File: src/rtl/rsa_pkg.sv
// Shared types and defaults for the RSA modular exponentiation block.
// Holds the default prime width and the control FSM state encoding.
package rsa_pkg;

    localparam int RSA_WIDTH = 3;

    typedef enum logic [1:0] {
        IDLE = 2'd0,
        CALC = 2'd1,
        DONE = 2'd2
    } state_t;

endpackage

File: src/rtl/rsa_modexp_if.sv
// Request/result bus for rsa_modexp.
// master: drives in_valid/in_n/in_key/in_msg; slave: returns ready and result.
interface rsa_modexp_if #(
    parameter int WIDTH = rsa_pkg::RSA_WIDTH
);
    logic                 in_valid;
    logic [2*WIDTH-1:0]   in_n;
    logic [2*WIDTH-1:0]   in_key;
    logic [2*WIDTH-1:0]   in_msg;
    logic                 in_ready;
    logic                 out_valid;
    logic [2*WIDTH-1:0]   out_data;
    logic                 out_err;

    modport master (
        output in_valid, in_n, in_key, in_msg,
        input  in_ready, out_valid, out_data, out_err
    );

    modport slave (
        input  in_valid, in_n, in_key, in_msg,
        output in_ready, out_valid, out_data, out_err
    );
endinterface

File: src/rtl/rsa_modmul.sv
// Combinational modular multiply: p_o = a_i*b_i mod n_i, 0 when n_i < 2.
// Ports: a_i, b_i, n_i (KW bits) in; p_o (KW bits) out.
module rsa_modmul #(
    parameter int KW = 6
) (
    input  logic [KW-1:0] a_i,
    input  logic [KW-1:0] b_i,
    input  logic [KW-1:0] n_i,
    output logic [KW-1:0] p_o
);
    logic [2*KW-1:0] prod;
    logic [2*KW-1:0] rem;

    // Full double-width product, reduced only once.
    assign prod = {{KW{1'b0}}, a_i} * {{KW{1'b0}}, b_i};
    assign rem  = prod % {{KW{1'b0}}, n_i};
    assign p_o  = (n_i < KW'(2)) ? '0 : KW'(rem);
endmodule

File: src/rtl/rsa_modexp.sv
// Left-to-right square-and-multiply modular exponentiation, one key bit/cycle.
// Ports: clk, rst (async, active high), bus (rsa_modexp_if.slave).
// Optional input check flag (out_err) enabled by macro RSA_MODEXP_CHECK_EN.
module rsa_modexp
    import rsa_pkg::*;
#(
    parameter int WIDTH = RSA_WIDTH
) (
    input logic          clk,
    input logic          rst,
    rsa_modexp_if.slave  bus
);
    localparam int KW = 2 * WIDTH;
    localparam int CW = (KW > 1) ? $clog2(KW) : 1;

    state_t          state_q, state_d;
    logic [KW-1:0]   n_q, n_d;
    logic [KW-1:0]   key_q, key_d;
    logic [KW-1:0]   m_q, m_d;
    logic [KW-1:0]   r_q, r_d;
    logic [KW-1:0]   out_q, out_d;
    logic [CW-1:0]   cnt_q, cnt_d;
    logic [KW-1:0]   sq, mul;
    logic            n_small;

    rsa_modmul #(.KW(KW)) u_sq (
        .a_i(r_q), .b_i(r_q), .n_i(n_q), .p_o(sq)
    );

    rsa_modmul #(.KW(KW)) u_mul (
        .a_i(sq), .b_i(m_q), .n_i(n_q), .p_o(mul)
    );

    assign n_small = (bus.in_n < KW'(2));

    always_comb begin
        state_d = state_q;
        n_d     = n_q;
        key_d   = key_q;
        m_d     = m_q;
        r_d     = r_q;
        out_d   = out_q;
        cnt_d   = cnt_q;
        unique case (state_q)
            IDLE: begin
                if (bus.in_valid) begin
                    state_d = CALC;
                    n_d     = bus.in_n;
                    key_d   = bus.in_key;
                    m_d     = n_small ? '0 : bus.in_msg % bus.in_n;
                    r_d     = n_small ? '0 : KW'(1);
                    cnt_d   = '0;
                end
            end
            CALC: begin
                // Key is shifted left so its MSB is always the current bit.
                r_d   = key_q[KW-1] ? mul : sq;
                key_d = key_q << 1;
                cnt_d = cnt_q + CW'(1);
                if (cnt_q == CW'(KW - 1)) begin
                    state_d = DONE;
                    out_d   = r_d;
                end
            end
            DONE: begin
                state_d = IDLE;
            end
            default: begin
                state_d = IDLE;
            end
        endcase
    end

    always_ff @(posedge clk or posedge rst) begin
        if (rst) begin
            state_q <= IDLE;
            n_q     <= '0;
            key_q   <= '0;
            m_q     <= '0;
            r_q     <= '0;
            out_q   <= '0;
            cnt_q   <= '0;
        end else begin
            state_q <= state_d;
            n_q     <= n_d;
            key_q   <= key_d;
            m_q     <= m_d;
            r_q     <= r_d;
            out_q   <= out_d;
            cnt_q   <= cnt_d;
        end
    end

    assign bus.in_ready  = (state_q == IDLE);
    assign bus.out_valid = (state_q == DONE);
    assign bus.out_data  = out_q;

`ifdef RSA_MODEXP_CHECK_EN
    logic err_q, err_d;

    always_comb begin
        err_d = err_q;
        if (state_q == IDLE && bus.in_valid) begin
            err_d = n_small || (bus.in_msg >= bus.in_n);
        end
    end

    always_ff @(posedge clk or posedge rst) begin
        if (rst) begin
            err_q <= 1'b0;
        end else begin
            err_q <= err_d;
        end
    end

    assign bus.out_err = err_q && (state_q == DONE);
`else
    assign bus.out_err = 1'b0;
`endif
endmodule

File: src/flat_wrapper.sv
// flat-port wrapper written by rule: the top's interface ports become plain ports
module rsa_modexp_flat import rsa_pkg::*;
#(
    parameter int WIDTH = RSA_WIDTH
)
  (clk, rst, bus_in_valid, bus_in_n, bus_in_key, bus_in_msg, bus_in_ready, bus_out_valid, bus_out_data, bus_out_err);
  rsa_modexp_if #(.WIDTH(WIDTH)) bus_i ();
  input logic clk;
  input logic rst;
  input wire logic [$bits(bus_i.in_valid)-1:0] bus_in_valid;
  input wire logic [$bits(bus_i.in_n)-1:0] bus_in_n;
  input wire logic [$bits(bus_i.in_key)-1:0] bus_in_key;
  input wire logic [$bits(bus_i.in_msg)-1:0] bus_in_msg;
  output wire logic [$bits(bus_i.in_ready)-1:0] bus_in_ready;
  output wire logic [$bits(bus_i.out_valid)-1:0] bus_out_valid;
  output wire logic [$bits(bus_i.out_data)-1:0] bus_out_data;
  output wire logic [$bits(bus_i.out_err)-1:0] bus_out_err;
  assign bus_i.in_valid = bus_in_valid;
  assign bus_i.in_n = bus_in_n;
  assign bus_i.in_key = bus_in_key;
  assign bus_i.in_msg = bus_in_msg;
  assign bus_in_ready = bus_i.in_ready;
  assign bus_out_valid = bus_i.out_valid;
  assign bus_out_data = bus_i.out_data;
  assign bus_out_err = bus_i.out_err;
  rsa_modexp #(.WIDTH(WIDTH)) u_core (.clk(clk), .rst(rst), .bus(bus_i));
endmodule
File: config.mk
export PLATFORM = sky130hd
export DESIGN_NAME = rsa_modexp_flat
export DESIGN_NICKNAME = d
export VERILOG_FILES = /design/src/rtl/rsa_pkg.sv /design/src/rtl/rsa_modexp_if.sv /design/src/rtl/rsa_modmul.sv /design/src/rtl/rsa_modexp.sv /design/src/flat_wrapper.sv
export SDC_FILE = /design/constraint.sdc
export NUM_CORES = 1
export LEC_CHECK = 0
export BUFFER_PORTS_ARGS = -buffer_cell sky130_fd_sc_hd__buf_2
export CELL_PAD_IN_SITES_DETAIL_PLACEMENT = 0
export CELL_PAD_IN_SITES_GLOBAL_PLACEMENT = 1
export CORE_ASPECT_RATIO = 1.1
export CORE_MARGIN = 1.5
export CORE_UTILIZATION = 45
export CTS_CLUSTER_SIZE = 20
export DETAILED_ROUTE_END_ITERATION = 10
export GPL_TIMING_DRIVEN = 0
export PLACE_DENSITY = 0.91
export SKIP_LAST_GASP = 1
export SYNTH_ARGS = -nofsm -noshare
export SYNTH_HDL_FRONTEND = slang
export SYNTH_SLANG_ARGS = --single-unit
File: constraint.sdc
create_clock -name clk -period 45.7 [get_ports clk]
set_input_delay 4.57 -clock clk [delete_from_list [all_inputs] [get_ports clk]]
set_output_delay 4.57 -clock clk [all_outputs]
set_load 0.005 [all_outputs]
==> results.txt, run 1 <==
- Run status: finished clean
- Drt drc: 0
* Antenna Nets Post-Route: 0
- The total count of hold-check failures in the final report was 0.
- Leading register cell type out of synthesis: dfrtp_1
- The number of clock buffers added by TritonCTS is 5.
- The library cell used most frequently in the layout, excluding fill and tap cells, is ha_1.
- Flops & latches, synth: 35
- Data arrives at the worst endpoint at 43,560 ps.
* Minimum clock period after layout: ~43,000 ps
* Area of the die: 24,950 sq um
* GR Util met2: 40.54%
- Dividing the detail-routed wire length by the instance count gives approximately 16 um.
* TritonRoute pass-1 iters: 5
- Worst setup slack before clock tree synthesis: -3659 ps
* Period utilization: 94.98%
* Via-to-Cell Ratio: 5.895
- Headroom to the max-slew limit came out at 12.73%.
- HPWL after detailed placement: 21,160 um
- Congestion Overflow GR: 0
- Share of the core filled with cells in the final layout: 52.03%
- Layout cell share with drive strength beyond 1: 16.14%
- Layout-stage area growth over the synthesis result: 13.77%
* Count of pins on the block boundary: 30
- Vias post-DR: around 11k
- Max Cap Viol: 0
- Row generation in the floorplan step produced 59 rows.
- At the end of the flow, the number of nets in the layout was ~1.7k.
- Commonest cells after routing, fill and taps aside: ha_1, nor2_1, nand2_1
- The number of nets handed over by synthesis was 1,627.
- In the synthesized netlist the async set-or-reset flop fraction comes to 100.0%.
- Maximum number of pins on one net before global-route repair: 36
* Critical path class: reg2reg
- Number of global-route vias before repair: 9,791
- Number of warning messages in the yosys log: 0
- First DRT Iteration DRCs: 474
- For this run, the total global-route usage over all layers was measured as between 20% and 30%.
- Met1 Resource Use GR: 27.94%
- Derived from the worst setup path, the maximum achievable clock frequency is 23.04 MHz.
* Most Frequent Cell on Critical Path: o21a_1
- Adding up every negative setup slack in the final design gives 0 ps.
- Post-synthesis cell count: around 1.4k
- Number of different library cells in the post-synthesis netlist: 95
- Critical Path Sink Type: flop
- Wire length of the first global-routing pass: 45,520 um
- The repair_antennas step left the layout with diodes totalling 0.
- A synthesized cell averages 7.733 sq um.
- Setup violations, final: 0
- In this run the most used layer during global routing was met2.
* Height of the die: 165.5 um
* Root Driver: clkbuf_16
- For met3 alone, demand over resource in global routing was 1.154%.
- Number of port buffers: 28
* Highest net fanout along the worst path: 10
- In this design, the stage delay of the slowest critical-path cell is roughly 560 ps.
- Antenna violations before repair: 0
- DIE WIDTH: 150.7 um
- The worst setup path is launched from a flop.
* Sequential cell area fraction in the yosys report: ~8.1%
- Clock latency on the worst-skew pair, taken at its later pin, is 280 ps.
- Yosys mapped a number of flops with a built-in enable equal to 0.
- Between clock sinks in the finished design, the worst skew comes to between 5 and 6 ps.
- Area of the mapped netlist: 10,800 sq um
- Routability-driven placement finished with a final weighted congestion of 0.8660.
* CTS Hold Buffers Added: 0
- For this configuration, the core starts out at a cell density of 45.73%.
- STA puts the critical path data required time at 45,860 ps.
- Across all setup checks in the final design, the least slack found is 2296 ps.
- Fin. max-slew vios: 0
- The region available for standard cell placement spans 23,620 sq um.
- Clock tree synthesis found a total of 35 sinks.
* Max stage delay cell, worst path: fa_1
- Clock edge transition at the registers on the reported setup and hold paths: 50 ps
* CTS tree: done
- The tightest min-delay check is of the reg2reg type.
- The longest clock path from root to sink contains 2 buffers.
- Summed over all layers, the routed wires come to approximately 28,000 um.
- H-tree depth: 2
* Slew of the pin with the lowest slew margin: 1308 ps
-- metal layers --
metal  wire, um  share of wire (%)  up-vias
li1           -                  -     5316
met1      12480                 45     4995
met2      14200                 51      189
met3        725                2.6       29
met4        293                1.1        0
met5          0                  0        -
-- worst max-delay path: cells and delay by family, from the launching register on --
family                     cells  cell delay, ps
and+or+nand+nor               50            7470
muxes                         12            3720
AOI/OAI and AO/OA            103           18760
DFF                            1             430
xor gates and xnor gates       1             180
adders and majority gates     33           10620
buffers and inverters         19            2060
-- registers in the layout (all words and copies together) (netlist names) --
name / count
u_core.bus.out_data: 6
u_core.cnt_q: 3
u_core.key_q: 6
u_core.m_q: 6
u_core.n_q: 6
u_core.r_q: 6
u_core.state_q: 2
-- cell type report --
type,count,area [sq um]
plain buffers,27,162.7
well taps,305,381.6
clock buffers,8,156.4
multi-input cells,1232,9807
repair buffers,79,526.8
fillers,2298,11330
flip-flops and latches,35,880.8
inverters,100,375.4
-- per-stage QoR --
step | instances | cell area, sq um | hold WS, ps
6_report | 1786 | 12290 | 495.8
5_1_grt | 1786 | 12290 | 538.9
4_1_cts | 1744 | 11680 | 498.8
3_5_place_dp | 1730 | 11320 | 486.4
3_3_place_gp | 1730 | 11320 | 483.0
2_1_floorplan | 1397 | 10800 | 467.3
-- cell families (layout without fill, tap and decap cells) --
kind of cell	count (synthesis)	after routing	share of synthesized area (%)
flops	35	35	8.107
other cells	1	1	0.03471
fa+ha+maj	209	209	26.29
compound gates	432	432	27.65
simple gates	461	461	21.09
xor+xnor	69	69	5.594
buf+inv	130	214	4.876
mux	60	60	6.359
-- timing repair --
action,CTS,global route
gates cloned,0,0
buffers inserted,8,43
resized for setup,36,78
setup endpoints to repair,12,12
pin swaps,6,35
-- final timing paths --
kind / start / cells after the start / slack, ps / to
setup reg to reg: u_core.r_q[1] / 218 / 2300 / u_core.bus.out_data[3]
hold / removal: u_core.key_q[0] / 2 / 500 / u_core.key_q[0]
setup / recovery: u_core.r_q[1] / 218 / 2300 / u_core.bus.out_data[3]
min in group asynchronous: rst / 2 / 4420 / u_core.key_q[4]
max in group asynchronous: rst / 2 / 40780 / u_core.r_q[0]
hold reg to reg: u_core.key_q[0] / 2 / 500 / u_core.key_q[0]
-- synth_stat cells (10+ instances only) --
cell      count  area [sq um]
a21oi_1      92         460.4
o21ai_0      80         400.4
nand2b_1     18         112.6
nor3_1       51         255.2
a31oi_1      12         75.07
nor2b_1      22         137.6
ha_1        179          2240
or3_1        15         93.84
fa_1         30         600.6
o211ai_1     16         120.1
and2_1       25         156.4
or2_2        11         68.82
o21a_1       68         510.5
a211oi_1     10         75.07
nand3_1      35         175.2
clkbuf_1     20         75.07
and3_1       14         87.58
mux2i_1      21         210.2
nand2_1     109         409.1
nor2_1      117         439.2
a21o_1       35         262.8
mux2_2       31         349.1
inv_1        99         371.6
xor2_1       30         262.8
o31ai_1      18         135.1
xnor2_1      39         341.6
dfrtp_1      35         875.8
Power of run 1 is not shown: default switching activity piles up to over one toggle a cycle in this logic, so the estimate is an artifact.
==> run 2: changes to the inputs <==
Settings changed: ABC_AREA from default to 1, CELL_PAD_IN_SITES_DETAIL_PLACEMENT 0 to 1, CELL_PAD_IN_SITES_GLOBAL_PLACEMENT 1 to 2, CORE_UTILIZATION 45 to 33, PLACE_DENSITY 0.91 to 0.9.
==> results.txt, run 2 <==
* Number of port buffers: 28
- Final weighted congestion of routability-driven global placement: 0.8451
- The library cell used most frequently in the layout, excluding fill and tap cells, is nand2_1.
- 30 I/O pins were placed.
- Core area: 32,200 sq um
* Max Cap Viol: 0
- Summing the areas of all xor and xnor instances in the mapped netlist gives approximately 6.7% of the synthesized area.
- For this run, the post-layout net count is 1,950.
- Detailed placement finished with a half-perimeter wire length of 24,700 um.
- The critical path is of the reg2reg type.
* Startpoint of the worst register-to-register path: u_core.r_q[4]
- At the worst endpoint, the arrival time is 41,520 ps.
- Layout cell share with drive strength beyond 1: 10.17%
* Number of antenna repair diodes: 0
- Most instantiated cells after synthesis: nand2_1, inv_1, ha_1
- After filler insertion, the fill cell instance count of the layout stands at 4,268.
- Sum of negative setup slack: 0 ps
* Floorplan row count: 69
* Top area cells in the synthesized netlist: ha_1, nand2_1, inv_1
- After synthesis, the netlist uses 53 different library cells.
- Most Frequent Cell on Critical Path: nand2_1
- The root buffer cell chosen for the clock tree is clkbuf_16.
- Clock latency of the later-clocked register in the worst-skew pair: roughly 280 ps
* Slew of the pin with the lowest slew margin: 1131 ps
- The worst setup path is launched from a flop.
- During synthesis, Yosys emitted a total of 0 warnings.
- TritonCTS built the clock tree.
- Crit path required time: 45,870 ps
* Antenna violations before repair: 0
- Area of the die: 33,680 sq um
* Number of instances on the worst hold path: 1
- Congestion Overflow GR: 0
* CTS Hold Buffers Added: 0
- Total wirelength of the detailed-routed design: 28,660 um
* Total area of sequential cells: 880.8 sq um
* Multiplexer area fraction after synthesis: 0%
- R2r worst-path depth: 283
- Setup repair after global routing left no endpoint under its margin.
- Height of the die: 192.3 um
- Post-synthesis cell count: roughly 1.7k
* Max stage delay cell, worst path: fa_1
- In this run the remaining antenna-violating nets after routing total 0.
* First DRT Iteration DRCs: 251
- Entering global routing, the biggest net connects 36 pins.
* Final Hold Slack: 495.2 ps
- STA classifies the critical path endpoint as a flop.
- The worst hold path terminates at u_core.cnt_q[2].
* Biggest area consumer among synthesized cells: ha_1
* Layout-stage area growth over the synthesis result: 8.516%
- Summing the areas of all compound-gate instances in the mapped netlist gives 13.22% of the synthesized area.
- In this run the deepest clock path goes through 2 buffers.
- Buffers inserted during clock tree synthesis total 5.
* Total clock sinks: 35
* Total count of hold-check failures in the final report: 0
- Number of global-route vias before repair: around 11k
- Via-to-Cell Ratio: around 5
- For this run, the top clock speed supported by timing is 24.19 MHz.
* Fraction of registers with async set or reset after synthesis: 100.0%
- The library cells used most frequently in the layout, excluding fill and tap cells, are nand2_1, inv_1, ha_1.
- Number of flops mapped to enable cells by yosys: 0
- From left edge to right edge, the die measures 175.1 um.
* Setup violations, final: 0
- Flops & latches, synth: 35
- Drt drc: 0
- Run status: finished clean
* Starting Density: 33.40%
- Area of the mapped netlist: 10,750 sq um
* Average wire per standard cell: 13.35 um
- Synthesis produced a netlist with a net count of 1,914.
- Minimum clock period after layout: 41,350 ps
- Of the total synthesized cell area, the portion taken by full adders, half adders and majority gates is 26.41%.
- The most used flip-flop cell after synthesis is dfrtp_1.
- Class of the worst hold path: reg2reg
- Of all nets on the critical path, the largest fanout is 10.
* Fin. max-slew vios: 0
- Most repeated cell in the gate-level netlist after synthesis: nand2_1
- Main combinational cell family by area after synthesis: simple AND/OR/NAND/NOR gates
- Wire length of the first global-routing pass: between 50,000 and 60,000 um
- H-tree depth: 2
* Startpoint of the lowest-slack hold path: u_core.cnt_q[2]
- The share of the Yosys chip area taken by registers is 8.144%.
- The first detailed-routing pass ran for 4 iterations.
- For flop-to-flop paths, the worst setup slack is roughly 4400 ps.
- Total area of multi-input combinational cells: 8765 sq um
* Clock edge transition at the registers on the reported setup and hold paths: 60 ps
- Largest incremental delay on the critical path: 550 ps
- After synthesis, the mean cell area works out to 6.386 sq um.
- Vias post-DR: 10.68k
- Share of synthesized cell area in and, or, nand and nor gates: 34.52%
* Top-area cell type share of the netlist area: a little over a fifth
- Measured against its own limit, the worst slew margin works out to 24.53%.
- Global router's overall resource usage: 17.62%
- Clock tree skew after final layout: around 7.1 ps
- Period utilization: 90.47%
- Terminus of the critical flop-to-flop path: u_core.bus.out_data[5]
## run 2: cell type report
type | instances | area share, %
Tap cell | 426 | 4.567
Timing Repair Buffer | 30 | 1.329
Inverter | 290 | 9.403
Clock buffer | 5 | 1.072
Multi-Input combinational cell | 1342 | 75.10
Sequential cell | 35 | 7.548
Clock inverter | 3 | 0.2037
Buffer | 16 | 0.7720
## run 2: critical path: cells and delay by family, from the launching register on
family	cells	cell delay, ps
and+or+nand+nor	124	13400
AOI/OAI and AO/OA	77	12170
adders and majority gates	32	10600
buffers and inverters	48	4330
xor gates and xnor gates	2	380
DFF	1	310
## run 2: how the worst max path moves through the flow
stage	to	slack, ps	startpoint
floorplan	u_core.bus.out_data[2]	9110	u_core.r_q[3]
global placement	u_core.bus.out_data[5]	3760	u_core.r_q[3]
detailed placement	u_core.bus.out_data[5]	2400	u_core.r_q[3]
CTS	u_core.bus.out_data[5]	2230	u_core.r_q[3]
global route	u_core.bus.out_data[5]	40	u_core.r_q[4]
finish	u_core.bus.out_data[5]	4350	u_core.r_q[4]
## run 2: cells by family after synthesis
group | after synthesis
xor+xnor | 82
buf+inv | 307
compound gates | 241
other cells | 1
simple gates | 809
fa+ha+maj | 209
flops | 35
## run 2: per-stage QoR
step	worst slack, ps	utilization, %	cells	cell area [sq um]
5_1_grt	37.71	36.24	2147	11670
3_3_place_gp	3764	35.49	2138	11430
3_5_place_dp	2400	35.49	2138	11430
6_report	4355	36.24	2147	11670
2_1_floorplan	9114	-	1684	10750
4_1_cts	2225	35.95	2146	11580
## run 2: per-layer routing
| metal | vias to the layer above | share of wire, % | GRT usage, % | wire (um) |
|---|---|---|---|---|
| met1 | 5118 | 47 | 22.05 | 13390 |
| met4 | 0 | 1.1 | 2.663 | 303 |
| li1 | 5475 | - | - | - |
| met3 | 18 | 0.70 | 0.4728 | 202 |
| met5 | - | 0 | 0 | 0 |
| met2 | 64 | 52 | 34.04 | 14760 |
## run 2: timing repair
action                                  in CTS  in global routing
setup buffers                                0                  2
gates resized for setup                      0                 33
endpoints found under the setup margin       0                 12
Power of run 2 is left out for the same reason.
